===== config.mk =====
export PLATFORM = sky130hd
export DESIGN_NAME = reg_bank_ctrl
export DESIGN_NICKNAME = d
export VERILOG_FILES = /design/src/rtl/reg_bank_pkg.sv /design/src/rtl/reg_bank_rd_pipe.sv /design/src/rtl/reg_bank_ctrl.sv
export SDC_FILE = /design/constraint.sdc
export NUM_CORES = 1
export LEC_CHECK = 0
export ABC_AREA = 1
export CORE_ASPECT_RATIO = 1.1
export CORE_MARGIN = 8
export CORE_UTILIZATION = 32
export CTS_CLUSTER_SIZE = 28
export DETAILED_ROUTE_END_ITERATION = 12
export GPL_TIMING_DRIVEN = 0
export PLACE_DENSITY_LB_ADDON = 0.25
export SLEW_MARGIN = 20
export SYNTH_ARGS = -nofsm -noshare
export SYNTH_HDL_FRONTEND = slang
export SYNTH_SLANG_ARGS = --single-unit

===== constraint.sdc =====
create_clock -name CLK -period 1.25 [get_ports CLK]
set_input_delay 0.1875 -clock CLK [delete_from_list [all_inputs] [get_ports CLK]]
set_output_delay 0.1875 -clock CLK [all_outputs]
set_load 0.01 [all_outputs]

===== src/rtl/reg_bank_pkg.sv =====
// Shared types and helpers for the host-facing register bank.
// Latency: n/a (types, constants and pure functions only).
// Backpressure: n/a.
package reg_bank_pkg;

  // Outcome of a single host access; anything other than ACC_OK raises ERR.
  typedef enum logic [1:0] {
    ACC_OK,
    ACC_BADADDR,
    ACC_LOCKED
  } acc_status_e;

  // Bit position of the lock flag inside the lock register.
  localparam int LOCK_BIT = 0;

  // The lock register lives at the top of the address space.
  function automatic int unsigned lock_addr(input int unsigned addr_w);
    return (1 << addr_w) - 1;
  endfunction

  // Even parity: the returned bit makes the total count of ones even.
  function automatic logic even_parity(input logic [31:0] d);
    return ^d;
  endfunction

endpackage


===== src/rtl/reg_bank_rd_pipe.sv =====
// Read response pipeline carrying {valid, data, err, par_err} through READ_LAT stages.
// Latency: READ_LAT cycles from in_vld to out_vld; data registers only load with a valid beat.
// Backpressure: none; accepts a beat every cycle, reset flushes all in-flight beats.
module reg_bank_rd_pipe #(
  parameter int DATA_W   = 2,
  parameter int READ_LAT = 1
) (
  input  logic              CLK,
  input  logic              RST,
  input  logic              in_vld,
  input  logic [DATA_W-1:0] in_dat,
  input  logic              in_err,
  input  logic              in_par,
  output logic              out_vld,
  output logic [DATA_W-1:0] out_dat,
  output logic              out_err,
  output logic              out_par
);

  logic [READ_LAT-1:0] vld_q;
  logic [READ_LAT-1:0] err_q;
  logic [READ_LAT-1:0] par_q;
  logic [DATA_W-1:0]   dat_q [READ_LAT];

  // Shift beats forward; data stages hold their value when no beat passes so the output holds.
  always_ff @(posedge CLK or posedge RST) begin
    if (RST) begin
      vld_q <= '0;
      err_q <= '0;
      par_q <= '0;
      for (int i = 0; i < READ_LAT; i++) begin
        dat_q[i] <= '0;
      end
    end else begin
      vld_q[0] <= in_vld;
      err_q[0] <= in_vld & in_err;
      par_q[0] <= in_vld & in_par;
      if (in_vld) begin
        dat_q[0] <= in_dat;
      end
      for (int i = 1; i < READ_LAT; i++) begin
        vld_q[i] <= vld_q[i-1];
        err_q[i] <= err_q[i-1];
        par_q[i] <= par_q[i-1];
        if (vld_q[i-1]) begin
          dat_q[i] <= dat_q[i-1];
        end
      end
    end
  end

  assign out_vld = vld_q[READ_LAT-1];
  assign out_err = err_q[READ_LAT-1];
  assign out_par = par_q[READ_LAT-1];
  assign out_dat = dat_q[READ_LAT-1];

endmodule


===== src/rtl/reg_bank_ctrl.sv =====
// Strobe-accessed register bank with lock register at the top address and error reporting.
// Latency: WRITE_ACK 1 cycle after WRITE; READ_VALID READ_LAT cycles after READ.
// Backpressure: none; one read and one write can be accepted every cycle.
// Optional: define REG_BANK_PARITY_EN to store an even-parity bit per register and flag PAR_ERR on read.
module reg_bank_ctrl
  import reg_bank_pkg::*;
#(
  parameter int                DATA_W    = 2,
  parameter int                ADDR_W    = 3,
  parameter int                NUM_REGS  = 4,
  parameter int                READ_LAT  = 1,
  parameter logic [DATA_W-1:0] RESET_VAL = '0
) (
  input  logic              CLK,
  input  logic              RST,
  input  logic              WRITE,
  input  logic              READ,
  input  logic [ADDR_W-1:0] ADDR,
  input  logic [DATA_W-1:0] WRITE_DATA,
  output logic [DATA_W-1:0] READ_DATA,
  output logic              READ_VALID,
  output logic              WRITE_ACK,
  output logic              ERR,
  output logic              LOCKED,
  output logic              PAR_ERR
);

  localparam logic [ADDR_W-1:0] LOCK_ADDR = ADDR_W'(lock_addr(ADDR_W));
  localparam logic [ADDR_W-1:0] NUM_REGS_A = ADDR_W'(NUM_REGS);

  logic [DATA_W-1:0] regs_q [NUM_REGS];
  logic              lock_q;
  logic              wr_ack_q;
  logic              wr_err_q;
  logic              is_lock;
  logic              in_range;
  acc_status_e       wr_st;
  acc_status_e       rd_st;
  logic [DATA_W-1:0] rd_dat;
  logic              rd_par;
  logic              pipe_err;
`ifdef REG_BANK_PARITY_EN
  logic [NUM_REGS-1:0] par_q;
`endif

  assign is_lock  = (ADDR == LOCK_ADDR);
  assign in_range = (ADDR < NUM_REGS_A);

  // Classify the current write and read; the lock register is always writable.
  always_comb begin
    wr_st = ACC_OK;
    rd_st = ACC_OK;
    if (!is_lock) begin
      if (!in_range) begin
        wr_st = ACC_BADADDR;
        rd_st = ACC_BADADDR;
      end else if (lock_q) begin
        wr_st = ACC_LOCKED;
      end
    end
  end

  // Read mux from pre-edge register contents, which gives read-before-write on collisions.
  always_comb begin
    rd_dat = '0;
    rd_par = 1'b0;
    if (is_lock) begin
      rd_dat[LOCK_BIT] = lock_q;
    end
    for (int i = 0; i < NUM_REGS; i++) begin
      if (ADDR == ADDR_W'(i)) begin
        rd_dat = regs_q[i];
`ifdef REG_BANK_PARITY_EN
        rd_par = (even_parity(32'(regs_q[i])) != par_q[i]);
`endif
      end
    end
  end

  // Register and lock updates; rejected writes leave all state untouched.
  always_ff @(posedge CLK or posedge RST) begin
    if (RST) begin
      lock_q <= 1'b0;
      for (int i = 0; i < NUM_REGS; i++) begin
        regs_q[i] <= RESET_VAL;
`ifdef REG_BANK_PARITY_EN
        par_q[i] <= even_parity(32'(RESET_VAL));
`endif
      end
    end else if (WRITE) begin
      if (is_lock) begin
        lock_q <= WRITE_DATA[LOCK_BIT];
      end else if (wr_st == ACC_OK) begin
        for (int i = 0; i < NUM_REGS; i++) begin
          if (ADDR == ADDR_W'(i)) begin
            regs_q[i] <= WRITE_DATA;
`ifdef REG_BANK_PARITY_EN
            par_q[i] <= even_parity(32'(WRITE_DATA));
`endif
          end
        end
      end
    end
  end

  // One-cycle write acknowledge with its error qualifier.
  always_ff @(posedge CLK or posedge RST) begin
    if (RST) begin
      wr_ack_q <= 1'b0;
      wr_err_q <= 1'b0;
    end else begin
      wr_ack_q <= WRITE;
      wr_err_q <= WRITE && (wr_st != ACC_OK);
    end
  end

  reg_bank_rd_pipe #(
    .DATA_W   (DATA_W),
    .READ_LAT (READ_LAT)
  ) u_rd_pipe (
    .CLK     (CLK),
    .RST     (RST),
    .in_vld  (READ),
    .in_dat  (rd_dat),
    .in_err  (rd_st != ACC_OK),
    .in_par  (rd_par),
    .out_vld (READ_VALID),
    .out_dat (READ_DATA),
    .out_err (pipe_err),
    .out_par (PAR_ERR)
  );

  assign WRITE_ACK = wr_ack_q;
  assign ERR       = wr_err_q | pipe_err;
  assign LOCKED    = lock_q;

endmodule


---- Word-level counts from Yosys, hierarchy flattened ----
Index checks and enable logic that the tools add are counted.
cells by class
  bitwise logic cells ..................... 3
  equal/unequal tests ..................... 4
  reductions and logical operators ........ 10
  magnitude comparators ................... 1
  multiplexer cells ....................... 10
operator list
  cell                  number
  $reduce_and A4 Y1     4
  $mux W2               7
  $eq A3 B2 Y1 const B  2
  $reduce_bool A2 Y1    2
  $eq A3 B1 Y1 const B  1
  $eq A3 B3 Y1 const B  1
  $logic_not A3 Y1      1
  $lt A3 B3 Y1 const B  1
  $mux W1               3
  $logic_not A2 Y1      1
  $reduce_and A2 Y1     1
  $and A1 B1 Y1         1
  $logic_and A1 B1 Y1   1
  $not A1 Y1            1
  $or A1 B1 Y1          1
word-level totals
  output and inout bits ................... 7
  bits in registers ....................... 15
  input bits .............................. 9

---- Depth between registers and ports, before layout ----
Gate-level depths: netlist (run 1).
  word-level depth ........................ 6
  depth in mapped cells ................... 8
  mapped depth without buffers ............ 8

---- By module ----
Synthesis (run 1) repeated with hierarchy kept, for this count alone.
second synthesis, totals
  cell total of the unflattened synthesis .. 95
  area total of the unflattened synthesis .. 777.0 um^2
modules (own cells, without submodules)
  module            times used  area an instance (um^2)  sequential area each (um^2)  cells an instance
  reg_bank_ctrl     1           606.8                    275.3                        78
  reg_bank_rd_pipe  1           170.2                    125.1                        17

---- Worst setup path before layout (run 1) ----
No wires, ideal clock.
  path type ............................... flip-flop to flip-flop
  start point ............................. reg lock_q, in the netlist LOCKED
  end point ............................... reg regs_q[6] in the netlist's numbering
  data arrival time ....................... 0.971 ns
  slack ................................... 0.162 ns
  data required time ...................... 1.134 ns
  setup time .............................. 0.116 ns
  path buffers ............................ 0
  cell stages (with the launch flop) ...... 9
  cell sequence ........................... dfrtp_1 > nor2_1 > inv_1 > o21ai_2 > nand2_2 > inv_1 > nand2_1 > nand2_1 > nand2_1
on the way
  word-level cells in the longest chain between the ends .. 5
ends and longest elaborated chain
  item                                line                 RTL
  start: declaration                  reg_bank_ctrl.sv:32  logic lock_q;
  start signal: assignment            reg_bank_ctrl.sv:92  lock_q <= WRITE_DATA[LOCK_BIT];
  $mux W2                             reg_bank_ctrl.sv:57  end else if (lock_q) begin
  $mux W2                             reg_bank_ctrl.sv:54  if (!in_range) begin
  $mux W2                             reg_bank_ctrl.sv:53  if (!is_lock) begin
  $logic_not A2 Y1                    reg_bank_ctrl.sv:93  end else if (wr_st == ACC_OK) begin
  $reduce_and A4 Y1 (no source line)  -
  end signal: indexed assignment      reg_bank_ctrl.sv:85  regs_q[i] <= RESET_VAL;
  end signal: indexed assignment      reg_bank_ctrl.sv:96  regs_q[i] <= WRITE_DATA;
  end: declaration                    reg_bank_ctrl.sv:31  logic [DATA_W-1:0] regs_q [NUM_REGS];
No other way between the ends.
A chain may end at the register's enable or synchronous reset.

---- Worst setup path after layout (run 1) ----
  start point ............................. in ADDR[0]
  end point ............................... reg regs_q[6] in the netlist's numbering
on the way
  word-level cells in the longest chain between the ends .. 5
ends and longest elaborated chain
  item                                    line                 RTL
  start: declaration                      reg_bank_ctrl.sv:18  input logic [ADDR_W-1:0] ADDR,
  $lt A3 B3 Y1                            reg_bank_ctrl.sv:47  assign in_range = (ADDR < NUM_REGS_A);
  $mux W2                                 reg_bank_ctrl.sv:54
  $mux W2                                 reg_bank_ctrl.sv:53
  $logic_not A2 Y1                        reg_bank_ctrl.sv:93
  $reduce_and A4 Y1 (no source line) (*)  -
Mark *: on every way between the ends. The rest lies on a longest branch, timed or not.

==> impl_metrics.tcl, run 1 <==
set metrics [dict create \
    tightest_slew_ns 0.5568 \
    drt_iter0_drc 11 \
    synthSimpleGateAreaFrac_pct 33.22 \
    r2r_setup_slack_ns 0.03 \
    area_delta_synth_final_pct 31.67 \
    crit_fanout 6 \
    synth_area_leaders "dfrtp_1, nand2_1, nor2_1" \
    synth_mux_area_share_pct 0 \
    synth.most_common_cell "nand2_1" \
    firstDrtPassIters 4 \
    period_minus_slack_ns 1.222 \
    chipHeight_um 65.99 \
    fmaxAchievable_mhz 818.4 \
    post-place-ws_ns -0.2715 \
    p_clk_share_pct 23.9 \
    syn_inst 97 \
    clock_sinks 15 \
    power_leakage_nw 0.5011 \
    vias 654 \
    power.internal_mw 0.8008 \
    finalWorstSetupSlack_ns 0.02807 \
    grt_max_degree 16 \
    switchingPower_mw 0.3329 \
    finalClockSkew_ns 0.005287 \
    synth_adder_area_share_pct 0 \
    drive_above_1_share_pct 18.97 \
    grt-busiest-layer "met2" \
    setup_violations 0 \
    min_period_over_period_pct 97.75 \
    path_clk_slew_ns 0.09 \
    synth_top_family_by_area "simple AND/OR/NAND/NOR gates" \
    syn_area_sq_um 726.9 \
    ioPinCount 16 \
    synth_seq_area_share_pct 51.64 \
    cp_slowest_cell "clkdlybuf4s50_1" \
    vdd_drop_max_mv 0.7574 \
    synth_seq_cells 15 \
    status "finished, final reports clean" \
    antenna_found_initial 0 \
    cts_buffers 3 \
    hold_viol 0 \
    combPwrFrac_pct 23.3 \
    ff2ff_path_depth 9 \
    drc 0 \
    hold_path_class "in2async" \
    synth.net_count 106 \
    ys_warn_count 0 \
    nFillCells 245 \
    final_nets 126 \
    endpoint_kind "flop" \
    synth_top_cell_by_area "dfrtp_1" \
    switching_share_pct 29.37 \
    synth-compound-area-share_pct 5.852 \
    synth_area_per_cell_sq_um 7.494 \
    fin_cells 146 \
    fin_util_pct 43.37 \
    cts_tree "done" \
    rsz0062_at_grt "true" \
    clock_latency_ns 0.28 \
    antenna_cells 0 \
    p_seq_share_pct 52.8 \
    start_util_pct 32.94 \
    finalPower_mw 1.134 \
    met2_usage_pct 14.27 \
    dp.final_hpwl_mm 1.181 \
    postRouteAntennaNets 0 \
    io_buffers 13 \
    maxSlewHeadroom_pct 62.84 \
    place_inst 140 \
    grt_use_met3_pct 4.086 \
    cpPeakStageDelay_ns 0.58 \
    cellPowerDensity_nw_per_um2 1184 \
    die_x_um 61.45 \
    maxCapViolCount 0 \
    num_rows 18 \
    cts_hold_repair.buffers 0 \
    grt_pass1_vias 638 \
    use_met1_pct 9.784 \
    worstPathCellList "clkdlybuf4s50_1 > nand2_2 > o21ai_2 > nand2_2 > inv_2 > nand2_2 > nand2_2 > nand2_2" \
    synth_ff_type "dfrtp_1" \
    routed_wl_mm 1.541 \
    cp.arrival_ns 1.40 \
    synth_cell_types 17 \
    via_per_inst 4.479 \
    critical_path_required_ns 1.43 \
    postSynth.asyncResetShare_pct 100.0 \
    synth_xor_area_share_pct 0 \
    h-tree-depth 1 \
    core_sq_um 2207 \
    yosysTopAreaCellShare_pct 51.64 \
    wire_per_inst_um 10.55 \
    overflow 0 \
    synth_common_cells "nand2_1, nor2_1, dfrtp_1" \
    start_kind "input port" \
    clock-root-buffer "clkbuf_4" \
    crit_top_cell "nand2_2" \
    grt_usage_pct 8.844 \
    grt_pass1_wl_mm 2.711 \
    die-area_sq_um 4055 \
    clockBufferDepth 2 \
    place.gp.congestion 0.8659 \
    synth_edf_count 0 \
    worstSetupPathType "in2reg" \
    finalMaxSlewViolations 0 \
]
kinds of logic (layout without fill, tap and decap cells):
logic type | count (synthesis) | count (layout)
flops | 15 | 15
compound gates | 7 | 7
other cells | 1 | 1
buf+inv | 15 | 34
simple gates | 59 | 59
power by group through the flow:
stage	Clock (mW)	Sequential, mW	Combinational (mW)
6_report	0.271	0.599	0.264
5_1_grt	0.305	0.609	0.301
4_1_cts	0.287	0.599	0.251
3_5_place_dp	0	0.610	0.239
3_3_place_gp	0	0.608	0.233
2_1_floorplan	0	0.610	0.128
layout by cell type (no fill, tap or decap):
cell and instances:
a21oi_1 2, a31oi_1 1, buf_4 3, buf_6 2
clkbuf_4 3, clkdlybuf4s50_1 6, clkinv_2 1, conb_1 1
dfrtp_1 15, dlygate4sd2_1 6, inv_1 10, inv_2 3
nand2_1 29, nand2_2 5, nand3_1 5, nand4_1 2
nor2_1 13, nor2_2 2, nor2_4 1, nor3_1 1
o211ai_1 1, o21ai_0 2, o21ai_2 1, or2_4 1
worst paths after layout:
path                                 from                end
worst max register to register     LOCKED          regs_q[6]
worst max-delay path              ADDR[0]          regs_q[6]
max in group asynchronous             RST          regs_q[2]
min in group CLK                  ADDR[1]          regs_q[2]
worst min register to register  regs_q[7]          regs_q[7]
worst min-delay path                  RST  u_rd_pipe.out_vld
state kept, by name (all words and copies together) (netlist names):
signal             count
regs_q                 8
u_rd_pipe.out_dat      2
LOCKED                 1
WRITE_ACK              1
u_rd_pipe.out_err      1
u_rd_pipe.out_vld      1
wr_err_q               1
through the flow:
stage / setup TNS (ns) / hold WS (ns) / area [sq um]
5_1_grt: -0.4266 / 0.2936 / 957.2
4_1_cts: -0.02324 / 0.2622 / 930.9
6_report: 0 / 0.2468 / 957.2
3_3_place_gp: -1.896 / 0.4619 / 894.6
3_5_place_dp: -2.263 / 0.4629 / 894.6
2_1_floorplan: 0 / 0.08898 / 726.9
layer usage:
layer	part of all wire (%)	vias up	routed length [um]
li1	-	334	-
met1	40	293	621
met2	48	22	740
met3	9.9	5	153
met4	1.6	0	25
met5	0	-	0
area by class of cell:
type                            instances  area (sq um)  share of cell area (%)
Buffer                                  2         15.01                   1.569
Clock buffer                            3         22.52                   2.353
Clock inverter                          1         5.005                  0.5229
Inverter                               13         48.80                   5.098
Multi-Input combinational cell         67         310.3                   32.42
Sequential cell                        15         375.4                   39.22
Tap cell                               30         37.54                   3.922
Timing Repair Buffer                   15         142.6                   14.90
critical path, delay by kind of cell:
kind	cells	cell delay, ns
AOI/OAI and AO/OA	1	0.16
buffers and inverters	2	0.66
and+or+nand+nor	5	0.40
timing repair:
item                                    CTS  global route
pin swaps                                 0             1
setup buffers                             1             1
gates resized for setup                  16             6
endpoints found under the setup margin    6             7
Power figures use the tool's default switching activity.
==> run 2, diff against run 1 <==
--- a/config.mk
+++ b/config.mk
@@ -6,12 +6,14 @@
 export NUM_CORES = 1
 export LEC_CHECK = 0
 export ABC_AREA = 1
+export CAP_MARGIN = 5
 export CORE_ASPECT_RATIO = 1.1
 export CORE_MARGIN = 8
 export CORE_UTILIZATION = 32
 export CTS_CLUSTER_SIZE = 28
 export DETAILED_ROUTE_END_ITERATION = 12
 export GPL_TIMING_DRIVEN = 0
+export HOLD_SLACK_MARGIN = 0.1
 export PLACE_DENSITY_LB_ADDON = 0.25
 export SLEW_MARGIN = 20
 export SYNTH_ARGS = -nofsm -noshare
==> constraint.sdc (replaced) <==
create_clock -name CLK -period 1.25 [get_ports CLK]
set_input_delay 0.1875 -clock CLK [delete_from_list [all_inputs] [get_ports CLK]]
set_output_delay 0.1875 -clock CLK [all_outputs]
set_load 0.02 [all_outputs]
==> run 2 against run 1 <==
Net effect: clock power hardly changed; sequential cell count stayed put; register-to-register slack better by 0.05 ns; final cell count is 1.4% lower; combinational power is 7.6% lower; worst hold slack worse by 0.0027 ns; maximum frequency is 0.76% higher; highest routed layer unchanged.
==> impl_metrics.tcl, run 2 (synthesized netlist as in run 1, its figures left out) <==
set metrics [dict create \
    antenna_found_initial 0 \
    clockBufferDepth 2 \
    cellPowerDensity_nw_per_um2 1205 \
    clock_sinks 15 \
    switching_share_pct 30.41 \
    nFillCells 246 \
    min_period_over_period_pct 97.02 \
    maxCapViolCount 0 \
    cts_tree "done" \
    worstPathCellList "or2_4 > buf_6" \
    final_nets 124 \
    clock_latency_ns 0.29 \
    start_kind "flop" \
    top_register "regs_q" \
    grt_max_degree 16 \
    worstSetupPathType "reg2out" \
    endpoint_kind "output pin" \
    hold_path_class "in2async" \
    rsz0062_at_grt "true" \
    largest_reg_flops 8 \
    antenna_cells 0 \
    setup_violations 0 \
    period_minus_slack_ns 1.213 \
    final_cell_area_sq_um 928.4 \
    p_clk_share_pct 24.4 \
    h-tree-depth 1 \
    ff2ff_path_depth 8 \
    postRouteAntennaNets 0 \
    startpoint "u_rd_pipe.out_err" \
    firstDrtPassIters 4 \
    tightest_slew_ns 0.5518 \
    combPwrFrac_pct 21.8 \
    core_sq_um 2207 \
    final_common_cell "nand2_1" \
    io_buffers 13 \
    reg2reg_to "regs_q[6]" \
    power.internal_mw 0.7786 \
    maxSlewHeadroom_pct 63.17 \
    drive_above_1_share_pct 14.91 \
    place_area_sq_um 894.6 \
    cpPeakStageDelay_ns 0.37 \
    cp-endpoint "ERR" \
    r2r_setup_slack_ns 0.08 \
    r2r-start "LOCKED" \
    chipHeight_um 65.99 \
    clock-root-buffer "clkbuf_4" \
    die-area_sq_um 4055 \
    grt_pass1_vias 624 \
    path_clk_slew_ns 0.09 \
    crit_cells 2 \
    grt_usage_pct 8.573 \
    status "finished, final reports clean" \
    critical_path_required_ns 1.06 \
    finalClockSkew_ns 0.005150 \
    cts_buffers 3 \
    cp.buffers_inverters 1 \
    dp.final_hpwl_mm 1.181 \
    wire_per_inst_um 10.32 \
    ioPinCount 16 \
    crit_fanout 1 \
    p_seq_share_pct 53.8 \
    mostFrequentLayoutCells "nand2_1, dfrtp_1, nor2_1" \
    vdd_drop_max_mv 0.7577 \
    area_delta_synth_final_pct 27.71 \
    overflow 0 \
    power_leakage_nw 0.5057 \
    drt_iter0_drc 11 \
    fmaxAchievable_mhz 824.6 \
    start_util_pct 32.94 \
    cp.arrival_ns 1.03 \
    place.gp.congestion 0.8659 \
    num_rows 18 \
    finalMaxSlewViolations 0 \
    die_x_um 61.45 \
    vias 627 \
    hold_viol 0 \
    routed_wl_mm 1.486 \
    switchingPower_mw 0.3402 \
    cp_slowest_cell "dfrtp_1" \
    hold_ws_ns 0.2440 \
    grt_pass1_wl_mm 2.622 \
    post_cts_buffers 0 \
    drc 0 \
    cp_top_family "flip-flops" \
    via_per_inst 4.354 \
    cts_hold_repair.buffers 0 \
]
-- run 2: cell types whose count changed in the layout (fill, tap and decap cells not counted) --
| cell | change |
|---|---|
| nand2_1 | +3 |
| nand2_2 | -3 |
| dlygate4sd2_1 | -2 |
| dlymetal6s2s_1 | +2 |
| buf_4 | -1 |
| buf_6 | -1 |
| clkbuf_2 | +1 |
| clkdlybuf4s50_1 | -1 |
| inv_1 | +1 |
| inv_2 | -1 |
| nor2_2 | +1 |
| nor2_4 | -1 |
-- run 2: worst register-to-register path: stages (launching register included) --
cell and delay [ns]:
dfrtp_1 0.44, nor2_2 0.11, inv_1 0.07, o21ai_2 0.07
nand2_2 0.11, inv_2 0.07, nand2_1 0.06, nand2_1 0.07
nand2_1 0.06
-- run 2: final cells by class --
class                           instances  area [sq um]  area share [%]
Buffer                                  2         15.01           1.617
Timing Repair Buffer                   13         126.4           13.61
Multi-Input combinational cell         67         297.8           32.08
Tap cell                               30         37.54           4.043
Clock inverter                          1         5.005          0.5391
Inverter                               13         48.80           5.256
Sequential cell                        15         375.4           40.43
Clock buffer                            3         22.52           2.426
-- run 2: worst min path at each step --
stage | from | to | slack, ns | cells after the start
floorplan | RST | LOCKED | 0.09 | 1
global placement | regs_q[7] | regs_q[7] | 0.46 | 2
detailed placement | regs_q[7] | regs_q[7] | 0.46 | 2
CTS | ADDR[1] | u_rd_pipe.out_err | 0.26 | 4
global route | RST | u_rd_pipe.out_vld | 0.29 | 2
finish | RST | u_rd_pipe.out_vld | 0.24 | 2
-- run 2: repair_timing --
action                                  CTS  global route
endpoints found under the setup margin    6             7
cloned                                    0             0
pin swaps                                 0             1
resized for setup                        10            10
-- run 2: layer usage --
layer  GRT usage, %  vias up  share of wire [%]
met5              0        -                  0
met4          3.419        0                1.7
met3          4.086        5                9.3
met2          13.74       15                 47
met1          9.443      277                 42
li1               -      330                  -
-- run 2: per-stage QoR --
step / total power, mW / setup slack, ns / std cells / setup TNS, ns / util (%)
2_1_floorplan: 0.7554 / 0.1069 / 97 / 0 / -
6_report: 1.119 / 0.03725 / 144 / 0 / 42.06
3_5_place_dp: 0.8680 / -0.2715 / 140 / -2.322 / 40.53
4_1_cts: 1.132 / -0.04197 / 144 / -0.04197 / 41.33
5_1_grt: 1.196 / -0.02812 / 144 / -0.02812 / 42.06
3_3_place_gp: 0.8590 / -0.2331 / 140 / -1.955 / 40.53
-- run 2: power by group through the flow --
stage               logic [mW]  registers [mW]  clock network [mW]
floorplan                0.132           0.623                   0
global placement         0.251           0.608                   0
detailed placement       0.258           0.610                   0
CTS                      0.244           0.601               0.287
global route             0.281           0.610               0.305
finish                   0.244           0.602               0.273
==> run 3, diff against run 2 <==
--- a/config.mk
+++ b/config.mk
@@ -19,3 +19,4 @@
 export SYNTH_ARGS = -nofsm -noshare
 export SYNTH_HDL_FRONTEND = slang
 export SYNTH_SLANG_ARGS = --single-unit
+export TNS_END_PERCENT = 20
==> run 3 against run 2 <==
Net effect: worst hold slack stayed put; highest routed layer unchanged; critical endpoint unchanged; sequential share of layout area did not move; register-to-register slack about the same; clock power about the same; critical path depth is the same; cell area did not move; die area did not move; setup slack stayed put; global-route usage hardly changed.
==> impl_metrics.tcl, run 3 (synthesized netlist as in run 1, its figures left out) <==
set metrics [dict create \
    status "finished, final reports clean" \
    antenna_cells 0 \
    core_sq_um 2207 \
    final_common_cell "nand2_1" \
    place.gp.congestion 0.8659 \
    min_period_over_period_pct 97.02 \
    chipHeight_um 65.99 \
    ioPinCount 16 \
    antenna_found_initial 0 \
    start_util_pct 32.94 \
    die-area_sq_um 4055 \
    clock_sinks 15 \
    firstDrtPassIters 4 \
    start_kind "flop" \
    dp.final_hpwl_mm 1.181 \
    grt_pass1_vias 624 \
    routed_wl_mm 1.486 \
    maxCapViolCount 0 \
    hold_path_class "in2async" \
    postRouteAntennaNets 0 \
    overflow 0 \
    setup_violations 0 \
    finalPower_mw 1.119 \
    clock-root-buffer "clkbuf_4" \
    clock_latency_ns 0.29 \
    path_clk_slew_ns 0.09 \
    hold_viol 0 \
    finalMaxSlewViolations 0 \
    top_register "regs_q" \
    place_inst 140 \
    period_minus_slack_ns 1.213 \
    rsz0062_at_grt "true" \
    grt_max_degree 16 \
    final_nets 124 \
    finalClockSkew_ns 0.005150 \
    mostFrequentLayoutCells "nand2_1, dfrtp_1, nor2_1" \
    num_rows 18 \
    die_x_um 61.45 \
    seqCellArea_sq_um 375.4 \
    drc 0 \
    finalWorstSetupSlack_ns 0.03725 \
    endpoint_kind "output pin" \
    multiInputGateArea_sq_um 297.8 \
    cts_tree "done" \
    fmaxAchievable_mhz 824.6 \
    drive_above_1_share_pct 14.91 \
    grt_usage_pct 8.534 \
    h-tree-depth 1 \
    clockBufferDepth 2 \
    tightest_slew_ns 0.5518 \
    area_delta_synth_final_pct 27.71 \
    tns_ns 0 \
    drt_iter0_drc 11 \
    grt_pass1_wl_mm 2.608 \
    wire_per_inst_um 10.32 \
    nFillCells 246 \
    critical_path_required_ns 1.06 \
    post_cts_buffers 0 \
    crit_fanout 1 \
    io_buffers 13 \
    worstSetupPathType "reg2out" \
    via_per_inst 4.354 \
    largest_reg_flops 8 \
    cp.arrival_ns 1.03 \
    fin_cells 144 \
    vdd_drop_max_mv 0.7577 \
    fin_util_pct 42.06 \
    cts_buffers 3 \
    cellPowerDensity_nw_per_um2 1205 \
    vias 627 \
    power_leakage_nw 0.5057 \
    maxSlewHeadroom_pct 63.17 \
    post-place-ws_ns -0.2715 \
]
run 3: cell counts in the layout (fill, tap and decap cells not counted):
No cell type changed its count.
run 3: worst paths after layout:
path | from | end | slack [ns] | cells after the start
worst max-delay path | u_rd_pipe.out_err | ERR | 0.04 | 2
worst min-delay path | RST | u_rd_pipe.out_vld | 0.24 | 2
max in group asynchronous | RST | regs_q[2] | 0.64 | 2
worst max register to register | LOCKED | regs_q[6] | 0.08 | 8
min in group CLK | ADDR[1] | u_rd_pipe.out_err | 0.28 | 4
worst min register to register | regs_q[7] | regs_q[7] | 0.48 | 2
run 3: per-stage QoR:
| step | hold slack, ns | cell area [sq um] |
|---|---|---|
| 4_1_cts | 0.2622 | 917.1 |
| 3_3_place_gp | 0.4619 | 894.6 |
| 5_1_grt | 0.2936 | 928.4 |
| 6_report | 0.2440 | 928.4 |
| 2_1_floorplan | 0.08898 | 726.9 |
| 3_5_place_dp | 0.4629 | 894.6 |
run 3: layout make-up:
class / instances / share of cell area [%]
Sequential cell: 15 / 40.43
Clock buffer: 3 / 2.426
Clock inverter: 1 / 0.5391
Timing Repair Buffer: 13 / 13.61
Buffer: 2 / 1.617
Inverter: 13 / 5.256
Multi-Input combinational cell: 67 / 32.08
Tap cell: 30 / 4.043
run 3: worst max-delay path: stages, from the launching register on:
cell and delay [ns]:
dfrtp_1 0.37, or2_4 0.24, buf_6 0.13
run 3: where the power goes:
group / internal (mW) / switching [mW]
registers: 0.560 / 0.0415
logic: 0.0992 / 0.145
clock network: 0.119 / 0.154
run 3: what timing repair did:
action	in CTS	in global routing
gates resized for setup	8	12
hold buffers	0	0
endpoints found under the setup margin	6	7
pin swaps	0	1
run 3: per-layer routing:
metal / track usage [%] / share of wire [%] / vias up
met4: 3.419 / 1.7 / 0
met3: 4.086 / 9.3 / 5
met2: 13.74 / 47 / 15
met1: 9.329 / 42 / 277
li1: - / - / 330
met5: 0 / 0 / -
